## config.mk

```make
export PLATFORM = sky130hd
export DESIGN_NAME = qsp_iq
export DESIGN_NICKNAME = d
export VERILOG_FILES = /design/src/rtl/qspa_pkg.sv /design/src/rtl/qsp_iq_mem.sv /design/src/rtl/qsp_iq.sv
export SDC_FILE = /design/constraint.sdc
export NUM_CORES = 1
export LEC_CHECK = 0
export BUFFER_PORTS_ARGS = -buffer_cell sky130_fd_sc_hd__clkbuf_2
export CAP_MARGIN = 20
export CORE_UTILIZATION = 62
export DETAILED_ROUTE_END_ITERATION = 10
export MAX_ROUTING_LAYER = met4
export PLACE_DENSITY = 0.93
export SLEW_MARGIN = 15
export SYNTH_ARGS = -nofsm -noshare
export SYNTH_HDL_FRONTEND = slang
export SYNTH_SLANG_ARGS = --single-unit
```

## constraint.sdc

```tcl
create_clock -name clk -period 3.94 [get_ports clk]
set_clock_uncertainty 0.1 [all_clocks]
set_input_delay 0.394 -clock clk [delete_from_list [all_inputs] [get_ports clk]]
set_output_delay 0.394 -clock clk [all_outputs]
set_load 0.01 [all_outputs]
```

## src/rtl/qspa_pkg.sv

```systemverilog
// Shared types and constants for the QSP instruction path.
// No logic; constants only.
// Imported by the IQ0 queue and its storage array.
package qspa_pkg;

  localparam int INSTR_WIDTH = 32;

  // The decoder treats an all-zero word as a no-write bubble.
  localparam logic [INSTR_WIDTH-1:0] NOP_INSTR = 32'h0000_0000;

endpackage

```

## src/rtl/qsp_iq_mem.sv

```systemverilog
// Storage array for the IQ0 instruction queue: one synchronous write port and one combinational read port.
// Latency: a write lands on the clock edge; a read is combinational from rd_addr.
// Backpressure: none here; the parent only writes when it has accepted a push.
module qsp_iq_mem
  import qspa_pkg::*;
#(
  parameter int DEPTH = 4,
  localparam int PTR_W = $clog2(DEPTH)
) (
  input  logic                   clk,
  input  logic                   wr_en,
  input  logic [PTR_W-1:0]       wr_addr,
  input  logic [INSTR_WIDTH-1:0] wr_data,
  input  logic [PTR_W-1:0]       rd_addr,
  output logic [INSTR_WIDTH-1:0] rd_data
);

  logic [INSTR_WIDTH-1:0] mem [DEPTH];

  // Write the accepted instruction. The array has no reset because the pointers and count mark what is valid.
  always_ff @(posedge clk) begin
    if (wr_en) begin
      mem[wr_addr] <= wr_data;
    end
  end

  assign rd_data = mem[rd_addr];

endmodule

```

## src/rtl/qsp_iq.sv

```systemverilog
// IQ0 instruction queue feeding QSP decode. Optional high-water mark output under macro QSP_IQ_HWM_EN.
// Latency: a word pushed on edge k reaches the registered instr_out on edge k+1 if the queue was empty and there is no stall.
// Backpressure: push_ready drops when full, during flush or reset; stall freezes the output but pushes are still accepted.
module qsp_iq
  import qspa_pkg::*;
#(
  parameter int DEPTH = 4,
  localparam int CNT_W = $clog2(DEPTH + 1)
) (
  input  logic                   clk,
  input  logic                   rst,
  input  logic                   push_valid,
  input  logic [INSTR_WIDTH-1:0] push_instr,
  output logic                   push_ready,
  input  logic                   stall,
  input  logic                   flush,
  output logic [INSTR_WIDTH-1:0] instr_out,
  output logic                   instr_valid,
  output logic [CNT_W-1:0]       count,
`ifdef QSP_IQ_HWM_EN
  output logic [CNT_W-1:0]       hwm,
`endif
  output logic                   full,
  output logic                   empty
);

  localparam int PTR_W = $clog2(DEPTH);

  logic [PTR_W-1:0]       wr_ptr;
  logic [PTR_W-1:0]       rd_ptr;
  logic [INSTR_WIDTH-1:0] rd_data;
  logic                   do_push;
  logic                   do_pop;
  logic [CNT_W-1:0]       count_nxt;

  assign full       = (count == CNT_W'(DEPTH));
  assign empty      = (count == '0);
  assign push_ready = !full && !flush && !rst;

  qsp_iq_mem #(.DEPTH(DEPTH)) u_mem (
    .clk     (clk),
    .wr_en   (do_push),
    .wr_addr (wr_ptr),
    .wr_data (push_instr),
    .rd_addr (rd_ptr),
    .rd_data (rd_data)
  );

  // Decide push and pop for this cycle, and compute the occupancy after the edge. Flush empties the queue.
  always_comb begin
    do_push   = push_valid && push_ready;
    do_pop    = !stall && !flush && !empty;
    count_nxt = count;
    if (flush) begin
      count_nxt = '0;
    end else if (do_push && !do_pop) begin
      count_nxt = count + CNT_W'(1);
    end else if (do_pop && !do_push) begin
      count_nxt = count - CNT_W'(1);
    end
  end

  // Update the pointers, the count and the decode-facing output register.
  always_ff @(posedge clk or posedge rst) begin
    if (rst) begin
      wr_ptr      <= '0;
      rd_ptr      <= '0;
      count       <= '0;
      instr_out   <= NOP_INSTR;
      instr_valid <= 1'b0;
    end else if (flush) begin
      wr_ptr      <= '0;
      rd_ptr      <= '0;
      count       <= '0;
      instr_out   <= NOP_INSTR;
      instr_valid <= 1'b0;
    end else begin
      if (do_push) wr_ptr <= wr_ptr + PTR_W'(1);
      if (do_pop)  rd_ptr <= rd_ptr + PTR_W'(1);
      count <= count_nxt;
      // With no stall, the output takes the oldest entry, or a bubble when the queue is empty.
      if (!stall) begin
        instr_out   <= do_pop ? rd_data : NOP_INSTR;
        instr_valid <= do_pop;
      end
    end
  end

`ifdef QSP_IQ_HWM_EN
  // Track peak occupancy. Only reset clears it, so it records the peak across flushes.
  always_ff @(posedge clk or posedge rst) begin
    if (rst) begin
      hwm <= '0;
    end else if (count_nxt > hwm) begin
      hwm <= count_nxt;
    end
  end
`endif

endmodule

```

; Word-level counts from Yosys, hierarchy flattened
; Memories as Yosys holds them, arrays and structs flattened.
; Index checks and enable logic that the tools add are counted.
; W data, S select, Z words.
[word_totals]
register_bits = 40
mem_bits_rw = 128
in_bits = 37
word_cells = 44
mem_count = 1
[mem_list]
columns = memory, depth, word_bits, read_ports, rd_clocked_by_memory_dff, write_ports, line
row1 = u_mem.mem, 4, 32, 1, 0, 1, qsp_iq_mem.sv:18  ; logic [INSTR_WIDTH-1:0] mem [DEPTH];
[classes]
n_addsub = 4
eq_ne = 2
n_mux = 14
n_reduce_logical = 18
[op_table]
columns = cell, count
row1 = $mux W32, 3
row2 = $mux W3, 3
row3 = $mux W2, 4
row4 = $logic_and A1 B1 Y1, 7
row5 = $logic_not A1 Y1, 7
row6 = $add A2 B1 Y2 const B, 2
row7 = $mux W1, 4
row8 = $reduce_bool A2 Y1, 2
row9 = $add A3 B1 Y3 const B, 1
row10 = $eq A3 B3 Y1 const B, 1
row11 = $logic_not A3 Y1, 1
row12 = $reduce_bool A3 Y1, 1
row13 = $sub A3 B1 Y3 const B, 1
row14 = $ne A2 B1 Y1 const B, 1

; Depth between registers and ports, before layout
; Gate-level depths: netlist (run 1).
[depth]
ltp_word = 10
mapped_depth = 7
mapped_depth_nobuf = 7

; Cells and area by module
; Synthesis (run 1) repeated with hierarchy kept, for this count alone.
[hier_totals]
hier_cells = 296
area_unflattened_um2 = 6324.8
[modules_own_cells]
columns = mod, n_inst, cells_per_inst, area_each_um2, seq_area_each_um2
row1 = qsp_iq_mem, 1, 171, 4689.5, 3843.7
row2 = qsp_iq, 1, 125, 1635.3, 1001.0

; Worst setup path after synthesis (run 1)
; OpenSTA, ideal clock, no wires.
[synth_timing]
path_kind = flip-flop to flip-flop
startpoint = register count[2]
endpoint = memory u_mem.mem[0][0], enable pin
setup_ps = 392
arrival_ps = 1792
required_ps = 3448
slack_ps = 1656
path_stages_with_launch = 5
n_path_buf = 1
period_less_slack_ps = 2284
path_cell_list = dfrtp_1 > or3b_4 > and3_4 > buf_6 > and2_1
[synth_between]
elab_chain_len = 7
[synth_lines]
columns = item, line
row1 = start: declaration, qsp_iq.sv:19  ; output logic [CNT_W-1:0] count,
row2 = start signal: assignment, qsp_iq.sv:80  ; count <= count_nxt;
row3 = $eq A3 B3 Y1, qsp_iq.sv:36  ; assign full = (count == CNT_W'(DEPTH));
row4 = $logic_not A1 Y1, qsp_iq.sv:38  ; assign push_ready = !full && !flush && !rst;
row5 = $logic_and A1 B1 Y1 (2 in series), qsp_iq.sv:38
row6 = $logic_and A1 B1 Y1, qsp_iq.sv:51  ; do_push = push_valid && push_ready;
row7 = $mux W1, qsp_iq_mem.sv:22  ; if (wr_en) begin
row8 = $mux W1 (not written as such), qsp_iq_mem.sv:23  ; mem[wr_addr] <= wr_data;
row9 = end: declaration, qsp_iq_mem.sv:18
; Every way passes these cells.

; Worst setup path after layout (run 1)
[layout_timing]
startpoint = register count[0]
endpoint = register count[2]
[layout_between]
elab_chain_len = 8
word_cells_on_any_way = 18
cone_classes = add/sub (2) / eq/ne (1) / mux (3) / reduce/logical (12)
[layout_lines]
columns = item
row1 = branches (longest 8 deep; another with $sub A3 B1 Y3)
; Parallel ways; which one is timed is not known. The select of a mux whose other input is x is not followed.
; A chain may end at the register's enable or synchronous reset.

==> summary.md, run 1 <==
| Metric | Value |
|---|---|
| Run status | finished with violations |
| Violations in the final reports | negative hold slack |
| Placed Cells | 491 |
| Register bit total from synthesis | 168 |
| Nature of the critical path startpoint | register |
| Fraction of post-synthesis cell area in the top cell type by area | 61.1% |
| Crit path largest cell delay | 0.45 ns |
| Worst-path fanout max | 5 |
| Max VDD drop | 0.550 mV |
| Final HPWL from detailed placement | 6.87 mm |
| Synth-to-layout area growth | 21.9% |
| Final routed DRC violation total | 0 |
| EDFF count, synth | 128 |
| Final antenna diode count | 0 |
| Clock transition time at the flip-flop clock pins of the worst setup and hold paths | 0.07 ns |
| Number of sinks driven by the clock tree | 168 |
| Synth warnings | 0 |
| Synth area leader | sky130_fd_sc_hd__edfxtp_1 |
| Post-CTS setup buffers | 0 |
| Worst min path class | primary input to asynchronous set/reset pin |
| Average wire per standard cell | 23.2 um |
| Count of pins over their slew limit | 0 |
| Static Leakage | 0.00289 uW |
| Net count after synthesis | 340 |
| Post-place instance area | 0.00680 sq mm |
| DRT Wirelength | 12.8 mm |
| Total number of vias | 3312 |
| Post-route fraction of the period consumed by the critical path | 60.6% |
| Number of placed I/O pins | 76 |
| Filler cell count | 535 |
| Cell area after technology mapping | 0.00629 sq mm |
| Maximum number of pins on one net before global-route repair | 41 |
| Cell area after layout | 0.00767 sq mm |
| Crit path buffers/inverters | 0 |
| Data required time of the worst path | 4.25 ns |
| Average instance area after synthesis | 21.1 sq um |
| Final net count | 449 |
| Number of global-route vias before repair | 3403 |
| Later-pin clock latency in the skew report | 0.52 ns |
| Worst hold slack across all endpoints | -0.000674 ns |
| Number of violations of the max-capacitance limit | 0 |
| Setup Total Neg Slack | 0 ns |
| Post-synth cell types | 29 |
| Total congestion overflow after global routing | 0 |
| Detailed Routing Iterations Pass 1 | 4 |
| Number of levels the H-tree was split into | 4 |
| TritonCTS clock tree | built |
| All-layer global routing usage | 27.3% |
| Ys async rst share | 23.8% |
| RSZ-0062 raised after global routing | false |
| Post-DR vias/cell | 5.99 |
| Fraction of layout cells with a size suffix above 1 | 37.1% |
| Effective utilization at floorplan | 64.1% |
| Top FF cell, synth | sky130_fd_sc_hd__edfxtp_1 |
| TritonCTS Buffers | 17 |
| Worst setup EP type | register |
| DRT iter0 DRCs | 300 |
| Tightest slew margin relative to the limit | 38.3% |
| Final Non-Filler Cells | 553 |
| Cell type of the slowest stage on the worst timing path | sky130_fd_sc_hd__or3b_4 |
| Die Wd | 103 um |
| Number of buffers added on ports | 75 |
| Antenna Violating Nets Remaining | 0 |
| Largest buffer count on any clock path | 2 |
| Final critical delay including setup and external delays | 2.39 ns |
| Site row count | 36 |
| Chip height | 103 um |
| Placeable core region | 0.00982 sq mm |
| Maximum frequency from static timing analysis | 419 MHz |
| Final setup vio count | 0 |
| Wire length of the first global-routing pass | 18.9 mm |
| Final Hold Viols | 3 |
| CTS Root Cell | sky130_fd_sc_hd__clkbuf_8 |
| Full die area | 0.0106 sq mm |
| Critical Path AT | 2.69 ns |
| Sequential fraction of the synthesis area | 77.0% |
| Worst-Margin Slew | 0.924 ns |
| Count leader, synth | sky130_fd_sc_hd__edfxtp_1 |
| Sequence of cells on the critical path | or3b_4 > nand3_1 > nor2_1 > fa_1 > nor3b_1 > a2bb2oi_1 > mux2_1 |
| Power density cells | 591 mW/mm^2 |
| Most frequent cells after synthesis | sky130_fd_sc_hd__edfxtp_1 (128), sky130_fd_sc_hd__dfrtp_1 (40), sky130_fd_sc_hd__a22o_1 (32), sky130_fd_sc_hd__mux4_2 (32), sky130_fd_sc_hd__clkbuf_1 (12) |
| Cell types with the largest area share after synthesis | sky130_fd_sc_hd__edfxtp_1 (61%), sky130_fd_sc_hd__dfrtp_1 (16%), sky130_fd_sc_hd__mux4_2 (11%), sky130_fd_sc_hd__a22o_1 (4.5%), sky130_fd_sc_hd__ha_1 (0.80%) |
| Largest delay contributor family on the critical path | simple AND/OR/NAND/NOR gates |
| Mapped Cells | 298 |
| Routability congestion estimate | 0.673 |
| Type of the worst setup path | register to register |
| Antenna violations before repair | 0 |
## final cells by class
cell class | instances | area, sq um | area share (%)
multi-input cells | 107 | 1370 | 17.8
inverters | 6 | 22.5 | 0.294
well taps | 133 | 166 | 2.17
flip-flops and latches | 168 | 4850 | 63.2
repair buffers | 107 | 703 | 9.17
clock buffers | 17 | 414 | 5.40
clock inverters | 15 | 151 | 1.97
## sequential cells by signal (all words and copies together) (netlist names)
name,count
wr_ptr,2
count,3
rd_ptr,2
u_mem.mem,128
instr_out,32
instr_valid,1
## cell usage in the layout, fill, tap and decap left out, drive strengths merged, types with 8 or more instances in the layout
master and n:
a22o 32, clkbuf 92, edfxtp 128, dfrtp 40, inv 9, mux4 32, nor2 11, dlygate4sd3 30
clkinv 8
## final timing paths
check	from	endpoint	slack [ns]	cells past startpoint
min reg2reg	instr_valid$_DFFE_PP0P_	instr_valid$_DFFE_PP0P_	0.38	1
max in group asynchronous	rst	rd_ptr[1]$_DFFE_PP0P_	3.12	2
max	count[0]$_DFFE_PP0P_	count[2]$_DFFE_PP0P_	1.55	7
min in group clk	push_instr[21]	u_mem.mem[2][21]$_DFFE_PP_	0.03	1
max reg2reg	count[0]$_DFFE_PP0P_	count[2]$_DFFE_PP0P_	1.55	7
min	rst	count[1]$_DFFE_PP0P_	-0.0007	2
## timing repair
item	in CTS	in global routing
hold buffers	24	6
gates resized for setup	0	0
hold endpoints to repair	96	20
## report_power, final
group          internal (uW)  total [uW]  switching [uW]
Clock                    903        1560             662
Sequential              2030        2150             122
Combinational            435         821             386
Total                   3360        4530            1170
## cells by family (layout without fill, tap and decap cells)
logic type | count (synthesis) | count (layout) | share of synthesized area, %
buffers and inverters | 23 | 145 | 1.57
XOR/XNOR | 4 | 4 | 0.855
AO/OA/AOI/OAI | 35 | 35 | 4.79
flip-flops | 168 | 168 | 77.0
adder cells (fa/ha/maj) | 5 | 5 | 1.11
AND/OR/NAND/NOR | 28 | 28 | 2.55
multiplexers | 35 | 35 | 12.1
## layer usage
metal	part of all wire (%)	track usage, %
met1	39	34.0
met5	0	-
met2	53	43.5
met3	6.3	7.05
met4	1.6	10.8
## per-stage QoR
step                      setup slack [ns]  total power [uW]  util [%]
after global placement                1.62              2910      69.1
after global routing                  1.46              4710      78.1
after detailed placement              1.53              2970      69.3
after floorplan                       1.66              2700         -
final                                 1.55              4530      78.1
after CTS                             1.55              4550      77.5
(Power assumes the default switching activity.)
==> run 2, diff against run 1 <==
ABC_AREA = 1   (was not set)
CORE_UTILIZATION = 58   (was 62)
PLACE_DENSITY = 0.88   (was 0.93)
clock period = 2.5 ns   (was 3.94 ns; I/O delays follow)
==> summary.md, run 2 <==
| Metric | Value |
|---|---|
| Register bit total from synthesis | 168 |
| Cell type of the slowest stage on the worst timing path | sky130_fd_sc_hd__dfrtp_1 |
| Registers with the most flip-flops | u_mem.mem (128), instr_out (32), count (3) |
| Synth area leader | sky130_fd_sc_hd__edfxtp_1 |
| Total congestion overflow after global routing | 0 |
| Fraction of post-synthesis cell area in the top cell type by area | 58.1% |
| Maximum number of pins on one net before global-route repair | 66 |
| Worst hold slack across all endpoints | 0.0669 ns |
| Final HPWL from detailed placement | 7.94 mm |
| Maximum frequency from static timing analysis | 489 MHz |
| Final Hold Viols | 0 |
| CTS resizes | 0 |
| Crit path top cell by count | sky130_fd_sc_hd__nand2_1 |
| Post-route fraction of the period consumed by the critical path | 81.7% |
| RSZ-0062 raised after global routing | false |
| Post-place instance area | 0.00715 sq mm |
| Commonest non-fill, non-tap cell in the layout | sky130_fd_sc_hd__nand2_1 |
| Start of the worst register-to-register path | count[0]$_DFFE_PP0P_ |
| DRT Wirelength | 15.1 mm |
| TritonCTS Buffers | 17 |
| Crit path largest cell delay | 0.41 ns |
| R2r setup slk | 0.46 ns |
| Setup slack of the critical path after layout | 0.457 ns |
| Number of buffers added on ports | 75 |
| Hold-critical path endpoint | count[2]$_DFFE_PP0P_ |
| Routability congestion estimate | 0.801 |
| Reg-to-reg critical path endpoint | count[2]$_DFFE_PP0P_ |
| Count leader, synth | sky130_fd_sc_hd__nand2_1 |
| Post-synth cell types | 25 |
| Ys async rst share | 23.8% |
| Total number of vias | 4661 |
| TritonCTS clock tree | built |
| Fraction of layout cells with a size suffix above 1 | 19.7% |
| Number of violations of the max-capacitance limit | 0 |
| Final net count | 704 |
| Run status | complete, no violations |
| Timing startpoint of the critical path | count[0]$_DFFE_PP0P_ |
| Nature of the critical path startpoint | register |
| Number of sinks driven by the clock tree | 168 |
| Worst-Margin Slew | 0.685 ns |
| Start point of the worst min-delay path | flush |
| Data required time of the worst path | 2.71 ns |
| Final setup vio count | 0 |
| Final antenna diode count | 0 |
| Worst r2r path cells | 10 |
| Net count after synthesis | 595 |
| Sw Ratio | 27.4% |
| Most frequent cells after synthesis | sky130_fd_sc_hd__nand2_1 (173), sky130_fd_sc_hd__nand3_1 (135), sky130_fd_sc_hd__edfxtp_1 (128), sky130_fd_sc_hd__dfrtp_1 (40), sky130_fd_sc_hd__buf_2 (20) |
| Post-DR vias/cell | 5.72 |
| Antenna Violating Nets Remaining | 0 |
| Average wire per standard cell | 18.5 um |
| Later-pin clock latency in the skew report | 0.42 ns |
| Synth warnings | 0 |
| Number of levels the H-tree was split into | 4 |
| Antenna violations before repair | 0 |
| Share of total power in combinational logic | 17.0% |
| P_int | 5010 uW |
| Largest buffer count on any clock path | 2 |
| Total power of the final layout | 6900 uW |
| Worst setup timing slack at the placement stage | 0.466 ns |
| Crit path buffers/inverters | 0 |
| Worst-path fanout max | 9 |
| Full die area | 0.0118 sq mm |
| Max reg flops | 128 |
| Number of placed I/O pins | 76 |
| Sequential fraction of the synthesis area | 73.2% |
| Wire length of the first global-routing pass | 23.4 mm |
| Net switching power | 1890 uW |
| EDFF count, synth | 128 |
| Cell area after technology mapping | 0.00662 sq mm |
| Leading cell types in the layout, fill and taps excluded | sky130_fd_sc_hd__nand2_1 (173), sky130_fd_sc_hd__nand3_1 (135), sky130_fd_sc_hd__edfxtp_1 (128) |
| Part of the total power dissipated in sequential elements | 47.3% |
| Final routed DRC violation total | 0 |
| Top register by number of flip-flops | u_mem.mem |
| Critical Path AT | 2.25 ns |
| Clock Power Share | 35.7% |
| Effective utilization at floorplan | 60.2% |
| Cell types with the largest area share after synthesis | sky130_fd_sc_hd__edfxtp_1 (58%), sky130_fd_sc_hd__dfrtp_1 (15%), sky130_fd_sc_hd__nand3_1 (10%), sky130_fd_sc_hd__nand2_1 (9.8%), sky130_fd_sc_hd__buf_2 (1.5%) |
| Top FF cell, synth | sky130_fd_sc_hd__edfxtp_1 |
| Mapped Cells | 553 |
| Site row count | 38 |
| Worst setup EP type | register |
| Count of pins over their slew limit | 0 |
| Final critical delay including setup and external delays | 2.04 ns |
| Placeable core region | 0.0110 sq mm |
| Detailed Routing Iterations Pass 1 | 5 |
| All-layer global routing usage | 28.2% |
| Synth-to-layout area growth | 21.3% |
| DRT iter0 DRCs | 446 |
| Max VDD drop | 0.615 mV |
| Cell area after layout | 0.00803 sq mm |
| Sequence of cells on the critical path | nor2_4 > nand2_1 > nand3_4 > nor2_2 > fa_1 > xnor2_1 > o21bai_1 > nand2_1 > nand2_1 > nand2_1 |
| Chip height | 109 um |
| Tightest slew margin relative to the limit | 54.3% |
| Number of global-route vias before repair | 4682 |
| Largest delay contributor family on the critical path | simple AND/OR/NAND/NOR gates |
| Die Wd | 109 um |
| CTS Root Cell | sky130_fd_sc_hd__clkbuf_16 |
| Power density cells | 860 mW/mm^2 |
| Hold-critical path depth | 4 |
| Type of the worst setup path | register to register |
| Setup Total Neg Slack | 0 ns |
| Worst min path class | primary input to register |
| Clock transition time at the flip-flop clock pins of the worst setup and hold paths | 0.06 ns |
| Static Leakage | 0.00337 uW |
| Average instance area after synthesis | 12.0 sq um |
-- run 2: cell families after synthesis --
logic type	Yosys count	share of synthesized area (%)
buf+inv	48	3.31
flops	168	73.2
simple gates	321	21.4
compound gates	9	0.775
xor+xnor	2	0.265
fa+ha+maj	5	1.06
-- run 2: tightest hold or removal path: cells and delay by family --
kind | cells | cell delay (ns)
buffers and inverters | 1 | 0.15
AOI/OAI and AO/OA | 1 | 0.05
and+or+nand+nor | 2 | 0.09
-- run 2: area by class of cell --
type	count	area [sq um]
Clock inverter	10	105
Timing Repair Buffer	122	811
Tap cell	140	175
Inverter	16	62.6
Sequential cell	168	4850
Clock buffer	22	444
Fill cell	658	2960
Multi-Input combinational cell	337	1580
-- run 2: worst max-delay path by stage --
stage	cells past startpoint	slack, ns	endpoint
floorplan	3	-0.13	u_mem.mem[0][0]$_DFFE_PP_
global route	10	0.29	count[2]$_DFFE_PP0P_
global placement	10	0.56	count[2]$_DFFE_PP0P_
detailed placement	10	0.47	count[2]$_DFFE_PP0P_
CTS	10	0.44	count[2]$_DFFE_PP0P_
finish	10	0.46	count[2]$_DFFE_PP0P_
-- run 2: stage by stage --
step                      util [%]  cells
after floorplan                  -    553
after global routing          73.1    815
after detailed placement      65.1    750
after global placement        65.1    750
after CTS                     73.1    815
final                         73.1    815
-- run 2: power groups by stage --
stage / registers, uW / clock network, uW / logic [uW]
final: 3270 / 2460 / 1170
after detailed placement: 3310 / 0 / 1100
after global placement: 3300 / 0 / 1040
after floorplan: 3350 / 0 / 691
after CTS: 3260 / 2470 / 1160
after global routing: 3280 / 2610 / 1300
-- run 2: timing repair --
| item | CTS | global route |
|---|---|---|
| endpoints found under the hold margin | 168 | 0 |
| hold buffers | 33 | 0 |
| setup buffers | 0 | 0 |
-- run 2: metal layers --
layer  GRT usage [%]  routed length (um)
met2            47.2                7930
met1            33.0                5550
met3            6.22                1320
met4            12.2                 283
met5               -                   0
==> run 3, diff against run 2 <==
CORE_UTILIZATION = 52   (was 58)
PLACE_DENSITY = 0.84   (was 0.88)
clock period = 1.8 ns   (was 2.5 ns; I/O delays follow)
==> summary.md, run 3 (synthesis gave the netlist of run 2 again) <==
| Metric | Value |
|---|---|
| All-layer global routing usage | 24.3% |
| Leading cell types in the layout, fill and taps excluded | sky130_fd_sc_hd__nand2_1 (172), sky130_fd_sc_hd__nand3_1 (135), sky130_fd_sc_hd__edfxtp_1 (128) |
| Sequence of cells on the critical path | inv_2 > nand2_2 > nand2_4 > inv_4 > nor2_4 > fa_2 > xnor2_2 > o21bai_1 > nand2_1 > nand2_1 > nand2_1 |
| Post-DR vias/cell | 5.51 |
| Final routed DRC violation total | 0 |
| Final core utilization | 67.2% |
| Wire length of the first global-routing pass | 22.6 mm |
| Power density cells | 1170 mW/mm^2 |
| Total congestion overflow after global routing | 0 |
| Synth-to-layout area growth | 24.1% |
| Crit path buffers/inverters | 2 |
| Nature of the critical path startpoint | register |
| R2r setup slk | -0.007 ns |
| DRT iter0 DRCs | 401 |
| Reg-to-reg critical path endpoint | count[2]$_DFFE_PP0P_ |
| Number of sinks driven by the clock tree | 168 |
| Commonest non-fill, non-tap cell in the layout | sky130_fd_sc_hd__nand2_1 |
| TritonCTS clock tree | built |
| Average wire per standard cell | 17.2 um |
| Full die area | 0.0132 sq mm |
| Max reg flops | 128 |
| Setup slack of the critical path after layout | -0.00731 ns |
| Total number of vias | 4699 |
| Final Hold Viols | 0 |
| Worst-Margin Slew | 0.581 ns |
| Final critical delay including setup and external delays | 1.81 ns |
| Violations in the final reports | negative setup slack |
| RSZ-0062 raised after global routing | true |
| Routability congestion estimate | 0.786 |
| Tightest slew margin relative to the limit | 61.3% |
| TritonCTS Buffers | 17 |
| Antenna violations before repair | 0 |
| Final HPWL from detailed placement | 8.06 mm |
| Type of the worst setup path | register to register |
| Placed Cells | 784 |
| Number of global-route vias before repair | 4615 |
| Number of levels the H-tree was split into | 4 |
| Final Non-Filler Cells | 853 |
| Run status | finished with violations |
| Maximum number of pins on one net before global-route repair | 45 |
| CTS Root Cell | sky130_fd_sc_hd__clkbuf_16 |
| Site row count | 40 |
| Crit path largest cell delay | 0.49 ns |
| Critical Path AT | 2.02 ns |
| Cell type of the slowest stage on the worst timing path | sky130_fd_sc_hd__dfrtp_1 |
| Setup Total Neg Slack | -0.00731 ns |
| Final antenna diode count | 0 |
| Worst setup EP type | register |
| Effective utilization at floorplan | 54.2% |
| Number of buffers added on ports | 75 |
| Count of pins over their slew limit | 0 |
| Hold-critical path depth | 3 |
| Chip height | 115 um |
| Largest delay contributor family on the critical path | flip-flops |
| Post-route fraction of the period consumed by the critical path | 100% |
| Detailed Routing Iterations Pass 1 | 5 |
| Final net count | 714 |
| Die Wd | 115 um |
| Data required time of the worst path | 2.01 ns |
| Top register by number of flip-flops | u_mem.mem |
| Maximum frequency from static timing analysis | 553 MHz |
| Antenna Violating Nets Remaining | 0 |
| Placeable core region | 0.0122 sq mm |
| Crit path top cell by count | sky130_fd_sc_hd__nand2_1 |
| Static Leakage | 0.00342 uW |
| Worst r2r path cells | 11 |
| Fraction of layout cells with a size suffix above 1 | 21.2% |
| Max VDD drop | 0.846 mV |
| Number of violations of the max-capacitance limit | 0 |
| Start point of the worst min-delay path | push_valid |
| Worst min path class | primary input to register |
| Start of the worst register-to-register path | count[2]$_DFFE_PP0P_ |
| Largest buffer count on any clock path | 2 |
| Registers with the most flip-flops | u_mem.mem (128), instr_out (32), count (3) |
| Final setup vio count | 1 |
| Clock transition time at the flip-flop clock pins of the worst setup and hold paths | 0.06 ns |
| Number of placed I/O pins | 76 |
| Worst hold slack across all endpoints | 0.0455 ns |
| DRT Wirelength | 14.6 mm |
| Later-pin clock latency in the skew report | 0.42 ns |
| Worst-path fanout max | 5 |
| Hold-critical path endpoint | wr_ptr[1]$_DFFE_PP0P_ |
run 3: cell types whose count changed in the layout (fill, tap and decap cells not counted), moves of 2 or more:
cell	delta
sky130_fd_sc_hd__buf_12	+4
sky130_fd_sc_hd__buf_4	+4
sky130_fd_sc_hd__clkinv_2	-3
sky130_fd_sc_hd__clkinvlp_4	+3
sky130_fd_sc_hd__clkbuf_8	+2
run 3: what timing repair did:
action,in CTS,in global routing
gates resized for setup,1,2
cloned,0,0
pin swaps,2,1
hold endpoints to repair,169,0
hold buffers,34,0
setup buffers,2,1
endpoints found under the setup margin,1,3
run 3: worst max path at each step:
stage / startpoint / endpoint / slack, ns / cells after the start
after floorplan: count[2]$_DFFE_PP0P_ / u_mem.mem[0][0]$_DFFE_PP_ / -0.30 / 3
after global placement: count[1]$_DFFE_PP0P_ / count[2]$_DFFE_PP0P_ / 0.02 / 10
after detailed placement: count[1]$_DFFE_PP0P_ / count[2]$_DFFE_PP0P_ / -0.04 / 10
after CTS: count[0]$_DFFE_PP0P_ / count[2]$_DFFE_PP0P_ / -0.008 / 10
after global routing: count[1]$_DFFE_PP0P_ / count[2]$_DFFE_PP0P_ / -0.06 / 10
final: count[2]$_DFFE_PP0P_ / count[2]$_DFFE_PP0P_ / -0.007 / 11
run 3: final cells by class:
type / instances / area [sq um]
multi-input combinational: 337 / 1600
inverter: 16 / 66.3
tap: 168 / 210
clock buffer: 25 / 475
clock inverter: 7 / 71.3
sequential: 168 / 4850
timing repair buffer: 132 / 942
fill: 835 / 4000
run 3: worst min-delay path, delay by kind of cell:
kind / cells / cell delay, ns
buf+inv: 1 / 0.14
simple gates: 1 / 0.10
compound gates: 1 / 0.10
run 3: power breakdown:
group          leakage [uW]  internal, uW  switching (uW)
clock              0.000258          1980            1380
combinational       0.00146           614            1070
sequential          0.00170          4400             156
run 3: through the flow:
stage	cell area (sq um)	worst slack, ns	power (uW)
global route	8210	-0.0620	9960
finish	8210	-0.00731	9600
CTS	8190	-0.00828	9560
global placement	7280	0.0228	6090
floorplan	6630	-0.299	5620
detailed placement	7280	-0.0443	6180
run 3: routing by layer:
layer | share of wire, % | GRT usage [%]
met5 | 0 | -
met4 | 2.9 | 12.9
met3 | 6.7 | 5.01
met2 | 52 | 41.1
met1 | 38 | 27.4
